### config.mk
export PLATFORM = sky130hd
export DESIGN_NAME = long_multiplier_sequencer
export DESIGN_NICKNAME = d
export VERILOG_FILES = /design/src/rtl/long_multiplier_sequencer.sv
export SDC_FILE = /design/constraint.sdc
export NUM_CORES = 1
export LEC_CHECK = 0
export BUFFER_PORTS_ARGS = -buffer_cell sky130_fd_sc_hd__buf_2
export CORE_ASPECT_RATIO = 1.4
export CORE_MARGIN = 10
export CORE_UTILIZATION = 40
export DETAILED_ROUTE_END_ITERATION = 10
export PLACE_DENSITY_LB_ADDON = 0.3
export SYNTH_ARGS = -nofsm -noshare
export SYNTH_HDL_FRONTEND = slang
export SYNTH_SLANG_ARGS = --single-unit
### constraint.sdc
create_clock -name clk_i -period 6.3 [get_ports clk_i]
set_clock_uncertainty 0.15 [all_clocks]
set_input_delay 1.26 -clock clk_i [delete_from_list [all_inputs] [get_ports clk_i]]
set_output_delay 1.26 -clock clk_i [all_outputs]
set_load 0.005 [all_outputs]
### src/rtl/long_multiplier_sequencer.sv
// Iterative unsigned DATA_WIDTH x DATA_WIDTH multiplier: one shared product row
// evaluated once per cycle for DATA_WIDTH cycles, with valid/ready on both sides.

module long_multiplier_product_row #(
  parameter int DATA_WIDTH = 32
) (
  input  logic [DATA_WIDTH-1:0] and_product,
  input  logic [DATA_WIDTH-2:0] partial_product,
  input  logic                  prev_carry,
  output logic                  product_bit,
  output logic [DATA_WIDTH-2:0] result,
  output logic                  carry
);
  logic [DATA_WIDTH:0] sum;

  // {prev_carry, partial_product} is the upper part of the running sum, already
  // shifted down by one bit relative to the previous row.
  assign sum         = {1'b0, and_product} + {1'b0, prev_carry, partial_product};
  assign product_bit = sum[0];
  assign result      = sum[DATA_WIDTH-1:1];
  assign carry       = sum[DATA_WIDTH];
endmodule

// Handshake: an operand pair moves on an edge where valid_i & ready_o; a product
// moves on an edge where valid_o & ready_i. valid_o holds with product_o stable
// until taken, and ready_o is high only while idle.
module long_multiplier_sequencer #(
  parameter int DATA_WIDTH = 32
) (
  input  logic                    clk_i,
  input  logic                    rst_n_i,
  input  logic                    valid_i,
  output logic                    ready_o,
  input  logic [DATA_WIDTH-1:0]   multiplicand_i,
  input  logic [DATA_WIDTH-1:0]   multiplier_i,
  output logic [2*DATA_WIDTH-1:0] product_o,
  output logic                    valid_o,
  input  logic                    ready_i
);
  localparam int CW = $clog2(DATA_WIDTH);

  typedef enum logic [1:0] {
    IDLE    = 2'd0,
    COMPUTE = 2'd1,
    DONE    = 2'd2
  } state_t;

  state_t state_q, state_d;

  logic [DATA_WIDTH-1:0] a_q;
  logic [DATA_WIDTH-1:0] b_q;
  logic [DATA_WIDTH-2:0] partial_q;
  logic                  carry_q;
  logic [DATA_WIDTH-2:0] low_q;
  logic [CW-1:0]         count_q;

  logic                  row_bit;
  logic [DATA_WIDTH-2:0] row_result;
  logic                  row_carry;
  logic                  last_row;

  long_multiplier_product_row #(.DATA_WIDTH(DATA_WIDTH)) u_row (
    .and_product     (a_q & {DATA_WIDTH{b_q[0]}}),
    .partial_product (partial_q),
    .prev_carry      (carry_q),
    .product_bit     (row_bit),
    .result          (row_result),
    .carry           (row_carry)
  );

  assign last_row = (count_q == CW'(DATA_WIDTH - 1));
  assign ready_o  = (state_q == IDLE);

  always_ff @(posedge clk_i or negedge rst_n_i) begin
    if (!rst_n_i) state_q <= IDLE;
    else          state_q <= state_d;
  end

  always_comb begin
    state_d = state_q;
    case (state_q)
      IDLE:    if (valid_i)  state_d = COMPUTE;
      COMPUTE: if (last_row) state_d = DONE;
      DONE:    if (ready_i)  state_d = IDLE;
      default:               state_d = IDLE;
    endcase
  end

  always_ff @(posedge clk_i or negedge rst_n_i) begin
    if (!rst_n_i) begin
      a_q       <= '0;
      b_q       <= '0;
      partial_q <= '0;
      carry_q   <= 1'b0;
      low_q     <= '0;
      count_q   <= '0;
      product_o <= '0;
      valid_o   <= 1'b0;
    end else begin
      case (state_q)
        IDLE: begin
          if (valid_i) begin
            a_q       <= multiplicand_i;
            b_q       <= multiplier_i;
            partial_q <= '0;
            carry_q   <= 1'b0;
            count_q   <= '0;
          end
        end
        COMPUTE: begin
          partial_q <= row_result;
          carry_q   <= row_carry;
          low_q     <= {row_bit, low_q[DATA_WIDTH-2:1]};
          b_q       <= b_q >> 1;
          count_q   <= count_q + 1'b1;
          // low_q already holds product bits DATA_WIDTH-2..0, LSB at index 0.
          if (last_row) begin
            product_o <= {row_carry, row_result, row_bit, low_q};
            valid_o   <= 1'b1;
          end
        end
        DONE: begin
          if (ready_i) valid_o <= 1'b0;
        end
        default: valid_o <= 1'b0;
      endcase
    end
  end
endmodule

==> metrics.yaml, run 1 <==
clock_tree:
  clock_latency_ns: 0.44
  cts_hold_buffers: 0
  cts.repair.resized: 0
  clockRootBuffer: "clkbuf_16"
  cts.sinks: 199
  postCtsSetupBuffers: 0
  numCtsBuffers: 17
  cts_tree: "built"
  clk_path_buf_depth: 2
  clk_pin_slew_ns: 0.08
  htreeDepth: 4
placed_design:
  routabilityCongestion: 0.874
  dp_cells: 1325
  placed_area_um2: 10500
  dp_hpwl_um: 15800
  dpl_worst_slack_ns: 2.62
  portBuffers: 133
drt:
  wl_per_cell_um: 16.7
  vias: 6937
  ant_nets: 0
  drtIter0Drc: 258
  firstDrtPassIters: 4
  drc: 0
  viasPerCell: 5.11
  postRouteWirelength_um: 22700
grt:
  grt_first_pass_wirelength_um: 37200
  grt_max_degree: 98
  overflow: 0
  grt_pass1_vias: 7168
  grtUsageTotal_pct: 15.1
  antenna_found_initial: 2
finish:
  n_fill_cell: 2278
  stdcell_count: 1357
  final_nets: 1141
  finalCoreUtilization_pct: 47.3
  final-seq-area_um2: 4980
  drive_gt1_share_pct: 24.2
  final_area_um2: 11100
  diodes: 0
  layout_commonest_cell: "dfrtp_1"
  layout_common_cells: "199 x dfrtp_1, 197 x nand2_1, 132 x buf_2, 90 x o21ai_0, 64 x mux2_2"
  multiInputGateArea_um2: 4360
  syn_to_final_growth_pct: 15.9
synthesis:
  ys_seq_area_share_pct: 52.0
  synth_edf_count: 0
  synth.largest_area_cell: "dfrtp_1"
  synth_xor_area_share_pct: 2.74
  asyncSetResetFlopFracSynth_pct: 100
  netlist.area_leader.share_pct: 52.0
  synth_top_family_by_area: "simple AND/OR/NAND/NOR gates"
  avgSynthCellArea_um2: 10.2
  netlist_area_um2: 9580
  muxShareOfSynthArea_pct: 10.8
  yosys.area_share.simple_pct: 14.1
  synth_cells: 939
  synthAdderAreaFrac_pct: 4.65
  synth.area.top_cells: "dfrtp_1 52%, nand2_1 7.8%, mux2_2 7.5%, o21ai_0 4.7%, ha_1 4.4%"
  ys_types: 50
  synth_warnings: 0
  synth-main-ff-cell: "dfrtp_1"
  synth-compound-area-share_pct: 13.0
  synth.net_count: 1042
  ys_seq_elements: 199
power_and_ir_drop:
  power_density_nw_per_um2: 461
  power_leakage_nw: 5.62
  p_sw_share_pct: 38.4
  clockPowerShare_pct: 22.6
  intPower_mw: 3.16
  p_total_mw: 5.12
  p_sw_mw: 1.96
  combPwrFrac_pct: 36.8
  pwr-share-seq_pct: 40.6
  ir_drop_mv: 0.233
timing:
  setup_ws_ns: 2.57
  slew_viol_final: 0
  slew_headroom_pct: 33.4
  post-route-min-period_ns: 3.73
  finalSetupViolations: 0
  rsz0062_at_grt: "false"
  period_share_pct: 59.2
  fmaxAchievable_mhz: 268
  finalHoldViolations: 0
  tightestPinTransition_ns: 0.999
  setup_tns_ns: 0
  fin_hold_ws_ns: 0.327
worst_setup_path:
  crit_required_ns: 6.44
  r2r_start: "b_q[0]$_DFFE_PN0P_"
  crit_fanout: 33
  path_buf_inv: 1
  slowest_delay_ns: 0.93
  path_common_cell: "o21ai_1"
  cp_slowest_cell: "dfrtp_1"
  crit_type: "reg2reg"
  ff2ff_setup_slack_ns: 2.57
  worst_ep_arrival_time_ns: 3.86
  r2r-end: "partial_q[25]$_DFFE_PN0P_"
  path_delay_family: "compound AO/OA/AOI/OAI gates"
  r2r_cells: 12
  path_cells: "and2_1 > ha_1 > inv_1 > fa_1 > nor2b_2 > o2111ai_1 > a31oi_4 > a41oi_2 > o21ai_1 > a21oi_2 > xor2_1 > o21ai_1"
  cp-start-kind: "flip-flop"
  critPathCaptureType: "flip-flop"
die:
  num_io_pins: 134
  initial_core_util_pct: 40.8
  dieArea_um2: 30600
  core_area_um2: 23500
  die_h_um: 203
  fp.dieW_um: 151
  std_cell_rows: 66
hold_path:
  hold_class: "reg2reg"
  worstHoldStart: "product_o[47]$_DFFE_PN0P_"
  hold_depth: 2
  hold_end: "product_o[47]$_DFFE_PN0P_"
outcome:
  outcome: "finished, final reports clean"
run:
  drv_cap: 0
cell usage after synthesis, drive strengths merged, types with 4 or more instances:
cell type,count
nor2b,6
o21a,6
and2,32
nand3,32
a31o,4
xor2,15
dfrtp,199
a21oi,31
inv,8
mux2,64
clkbuf,45
xnor2,15
ha,34
buf,14
nor2,18
a21o,13
nand4,10
a31oi,12
mux2i,31
o21ai,121
nand2,199
layer usage:
metal  up-vias  GRT usage, %  share of wire [%]
met4         4          5.03                2.0
met3        34          3.56                4.1
met5         -             0               0.14
met1      3354          17.2                 41
met2       120          26.9                 53
li1       3425             -                  -
flip-flops by register name, summed over array words and instances (netlist names):
| register | cells |
|---|---|
| a_q | 32 |
| b_q | 32 |
| carry_q | 1 |
| count_q | 5 |
| low_q | 31 |
| partial_q | 31 |
| product_o | 64 |
| state_q | 2 |
| valid_o | 1 |
layout make-up:
| cell class | count | area share, % |
|---|---|---|
| multi-input combinational | 673 | 39.3 |
| timing repair buffer | 139 | 6.48 |
| inverter | 8 | 0.270 |
| clock inverter | 14 | 1.68 |
| clock buffer | 18 | 3.96 |
| tap | 306 | 3.45 |
| sequential | 199 | 44.9 |
cell families after synthesis:
kind of cell	count (synthesis)
AO/OA/AOI/OAI	206
XOR/XNOR	30
adder cells (fa/ha/maj)	35
buffers and inverters	67
flip-flops	199
multiplexers	95
AND/OR/NAND/NOR	307
how the worst max path moves through the flow:
stage,from,to,slack (ns),cells past startpoint
6_report,b_q[0]$_DFFE_PN0P_,partial_q[25]$_DFFE_PN0P_,2.57,12
3_3_place_gp,b_q[0]$_DFFE_PN0P_,partial_q[25]$_DFFE_PN0P_,2.68,12
4_1_cts,b_q[0]$_DFFE_PN0P_,partial_q[25]$_DFFE_PN0P_,2.59,12
5_1_grt,b_q[0]$_DFFE_PN0P_,partial_q[25]$_DFFE_PN0P_,2.35,12
2_1_floorplan,b_q[0]$_DFFE_PN0P_,product_o[60]$_DFFE_PN0P_,3.58,11
3_5_place_dp,b_q[0]$_DFFE_PN0P_,partial_q[25]$_DFFE_PN0P_,2.62,12
power by group through the flow:
| stage | sequential [mW] | clock [mW] | combinational, mW |
|---|---|---|---|
| 2_1_floorplan | 2.00 | 0 | 1.39 |
| 3_3_place_gp | 2.10 | 0 | 1.88 |
| 3_5_place_dp | 2.10 | 0 | 1.92 |
| 4_1_cts | 2.09 | 1.19 | 1.92 |
| 5_1_grt | 2.15 | 1.25 | 2.15 |
| 6_report | 2.08 | 1.16 | 1.89 |
worst register-to-register path: cells and delay by family, from the launching register on:
kind	cells	cell delay (ns)
buffers and inverters	1	0.06
DFF	1	0.93
xor gates and xnor gates	1	0.22
and+or+nand+nor	2	0.38
adders and majority gates	2	0.56
AOI/OAI and AO/OA	6	1.27
Power figures use the tool's default switching activity.
==> run 2, diff against run 1 <==
- clock period: 6.3 -> 3.9 ns (I/O delays scaled with it)
==> run 2 against run 1 <==
Against the previous run: largest power group unchanged; sequential power rose by 60%; power rose by 60%; non-clock buffer count rose by 3; utilization barely moved; maximum frequency rose by 20%; wire length barely moved; die area did not move; highest routed layer unchanged; cell count rose by 0.15%.
==> metrics.yaml, run 2 (synthesis gave the netlist of run 1 again) <==
outcome:
  outcome: "finished, final reports clean"
grt:
  met2_usage_pct: 26.9  # unchanged
  overflow: 0  # unchanged
  grtUsageTotal_pct: 15.0  # -0.085 points
  grt_first_pass_wirelength_um: 37200  # unchanged
  antenna_found_initial: 2  # unchanged
  gr-usage-met1_pct: 16.7  # -0.57 points
  grt_pass1_vias: 7326  # +2.2%
  grt_busiest_layer: "met2"
  grt_max_degree: 98  # unchanged
  grtUsageMet3_pct: 3.96  # +0.40 points
die:
  initial_core_util_pct: 40.8  # unchanged
  core_area_um2: 23500  # unchanged
  std_cell_rows: 66  # unchanged
  die_h_um: 203  # unchanged
  fp.dieW_um: 151  # unchanged
  dieArea_um2: 30600  # unchanged
  num_io_pins: 134  # unchanged
run:
  drv_cap: 0  # unchanged
finish:
  layout_common_cells: "199 x dfrtp_1, 197 x nand2_1, 132 x buf_2, 90 x o21ai_0, 64 x mux2_2"
  largest_reg_flops: 64  # unchanged
  reg_top3: "product_o: 64 flops, a_q: 32 flops, b_q: 32 flops"
  drive_gt1_share_pct: 24.1  # -0.046 points
  syn_to_final_growth_pct: 16.0  # about the same
  regMostFlops: "product_o"
  layout_commonest_cell: "dfrtp_1"
  diodes: 0  # unchanged
  final_nets: 1144  # +0.26%
power_and_ir_drop:
  power_density_nw_per_um2: 736  # +60%
  ir_drop_mv: 0.361  # +55%
  combPwrFrac_pct: 38.0  # +1.2 points
  p_total_mw: 8.17  # +60%
  intPower_mw: 5.08  # +61%
  power_leakage_nw: 5.63  # +0.15%
  p_sw_mw: 3.09  # +58%
  pwr-share-seq_pct: 40.7  # about the same
  p_sw_share_pct: 37.9  # -0.49 points
  clockPowerShare_pct: 21.3  # -1.3 points
worst_setup_path:
  path_buf_inv: 1  # unchanged
  r2r_start: "b_q[0]$_DFFE_PN0P_"
  crit_type: "reg2reg"
  cp_slowest_cell: "dfrtp_1"
  path_depth: 11  # -1
  r2r_cells: 11  # -1
  cp-start-kind: "flip-flop"
  critPathCaptureType: "flip-flop"
  path_cells: "buf_4 > and2_1 > ha_1 > a21o_1 > a31o_1 > o2111ai_1 > a211o_1 > nor2b_4 > a31oi_2 > xnor2_1 > o21ai_1"
  slowest_delay_ns: 0.38  # -0.55 ns
  crit_fanout: 20  # -39%
  crit_required_ns: 4.05  # -2.39 ns
  ff2ff_setup_slack_ns: 0.79  # -1.78 ns
  r2r-end: "partial_q[26]$_DFFE_PN0P_"
  worst_ep_arrival_time_ns: 3.25  # -0.61 ns
  crit_start: "b_q[0]$_DFFE_PN0P_"
  path_delay_family: "compound AO/OA/AOI/OAI gates"
clock_tree:
  cts.repair.resized: 0  # unchanged
  numCtsBuffers: 17  # unchanged
  clock_latency_ns: 0.44  # about the same
  cts_hold_buffers: 0  # unchanged
  htreeDepth: 4  # unchanged
  clockRootBuffer: "clkbuf_16"
  cts_tree: "built"
  clk_path_buf_depth: 2  # unchanged
  clk_pin_slew_ns: 0.07  # about the same
  postCtsSetupBuffers: 0  # unchanged
  cts.sinks: 199  # unchanged
drt:
  drc: 0  # unchanged
  vias: 6948  # +0.16%
  viasPerCell: 5.11  # about the same
  drtIter0Drc: 328  # +27%
  firstDrtPassIters: 5  # +1
  ant_nets: 0  # unchanged
  postRouteWirelength_um: 22700  # about the same
  wl_per_cell_um: 16.7  # -0.16%
placed_design:
  routabilityCongestion: 0.904  # +3.4%
  dp_hpwl_um: 16200  # +2.4%
  portBuffers: 133  # unchanged
timing:
  finalHoldViolations: 0  # unchanged
  setup_tns_ns: 0  # unchanged
  slew_headroom_pct: 34.7  # +1.3 points
  tightestPinTransition_ns: 0.979  # -0.0201 ns
  fmaxAchievable_mhz: 322  # +20%
  slew_viol_final: 0  # unchanged
  fin_hold_ws_ns: 0.247  # -0.0809 ns
  period_share_pct: 79.7  # +21 points
  finalSetupViolations: 0  # unchanged
  rsz0062_at_grt: "false"
  post-route-min-period_ns: 3.11  # -0.619 ns
hold_path:
  hold_class: "in2async"
[run 2: power groups by stage]
stage	Combinational [mW]	Sequential [mW]	Clock [mW]
after CTS	3.17	3.34	1.80
after detailed placement	3.16	3.37	0
final	3.10	3.33	1.74
after global placement	3.08	3.36	0
after floorplan	2.24	3.23	0
after global routing	3.53	3.43	1.88
[run 2: cell type report]
cell class              count  area (um^2)
clock buffers              20          447
clock inverters            11          124
fillers                  2247        12300
inverters                   8         30.0
multi-input cells         673         4360
flip-flops and latches    199         4980
well taps                 306          383
repair buffers            142          779
[run 2: layer usage]
layer / vias up / part of all wire [%]
li1: 3431 / -
met2: 133 / 53
met3: 30 / 4.5
met4: 4 / 1.8
met5: - / 0.17
met1: 3350 / 40
[run 2: how the worst max path moves through the flow]
| stage | end | slack [ns] |
|---|---|---|
| floorplan | product_o[60]$_DFFE_PN0P_ | 1.18 |
| global placement | partial_q[26]$_DFFE_PN0P_ | 0.84 |
| detailed placement | partial_q[25]$_DFFE_PN0P_ | 0.82 |
| CTS | partial_q[25]$_DFFE_PN0P_ | 0.80 |
| global route | partial_q[25]$_DFFE_PN0P_ | 0.64 |
| finish | partial_q[26]$_DFFE_PN0P_ | 0.79 |
[run 2: per-stage QoR]
stage               worst slack, ns  area (um^2)  instances  utilization (%)
floorplan                      1.18         9580        939                -
global placement              0.844        10500       1328             44.9
detailed placement            0.824        10500       1328             44.9
CTS                           0.804        11100       1359             47.4
global route                  0.642        11100       1359             47.4
finish                        0.792        11100       1359             47.4
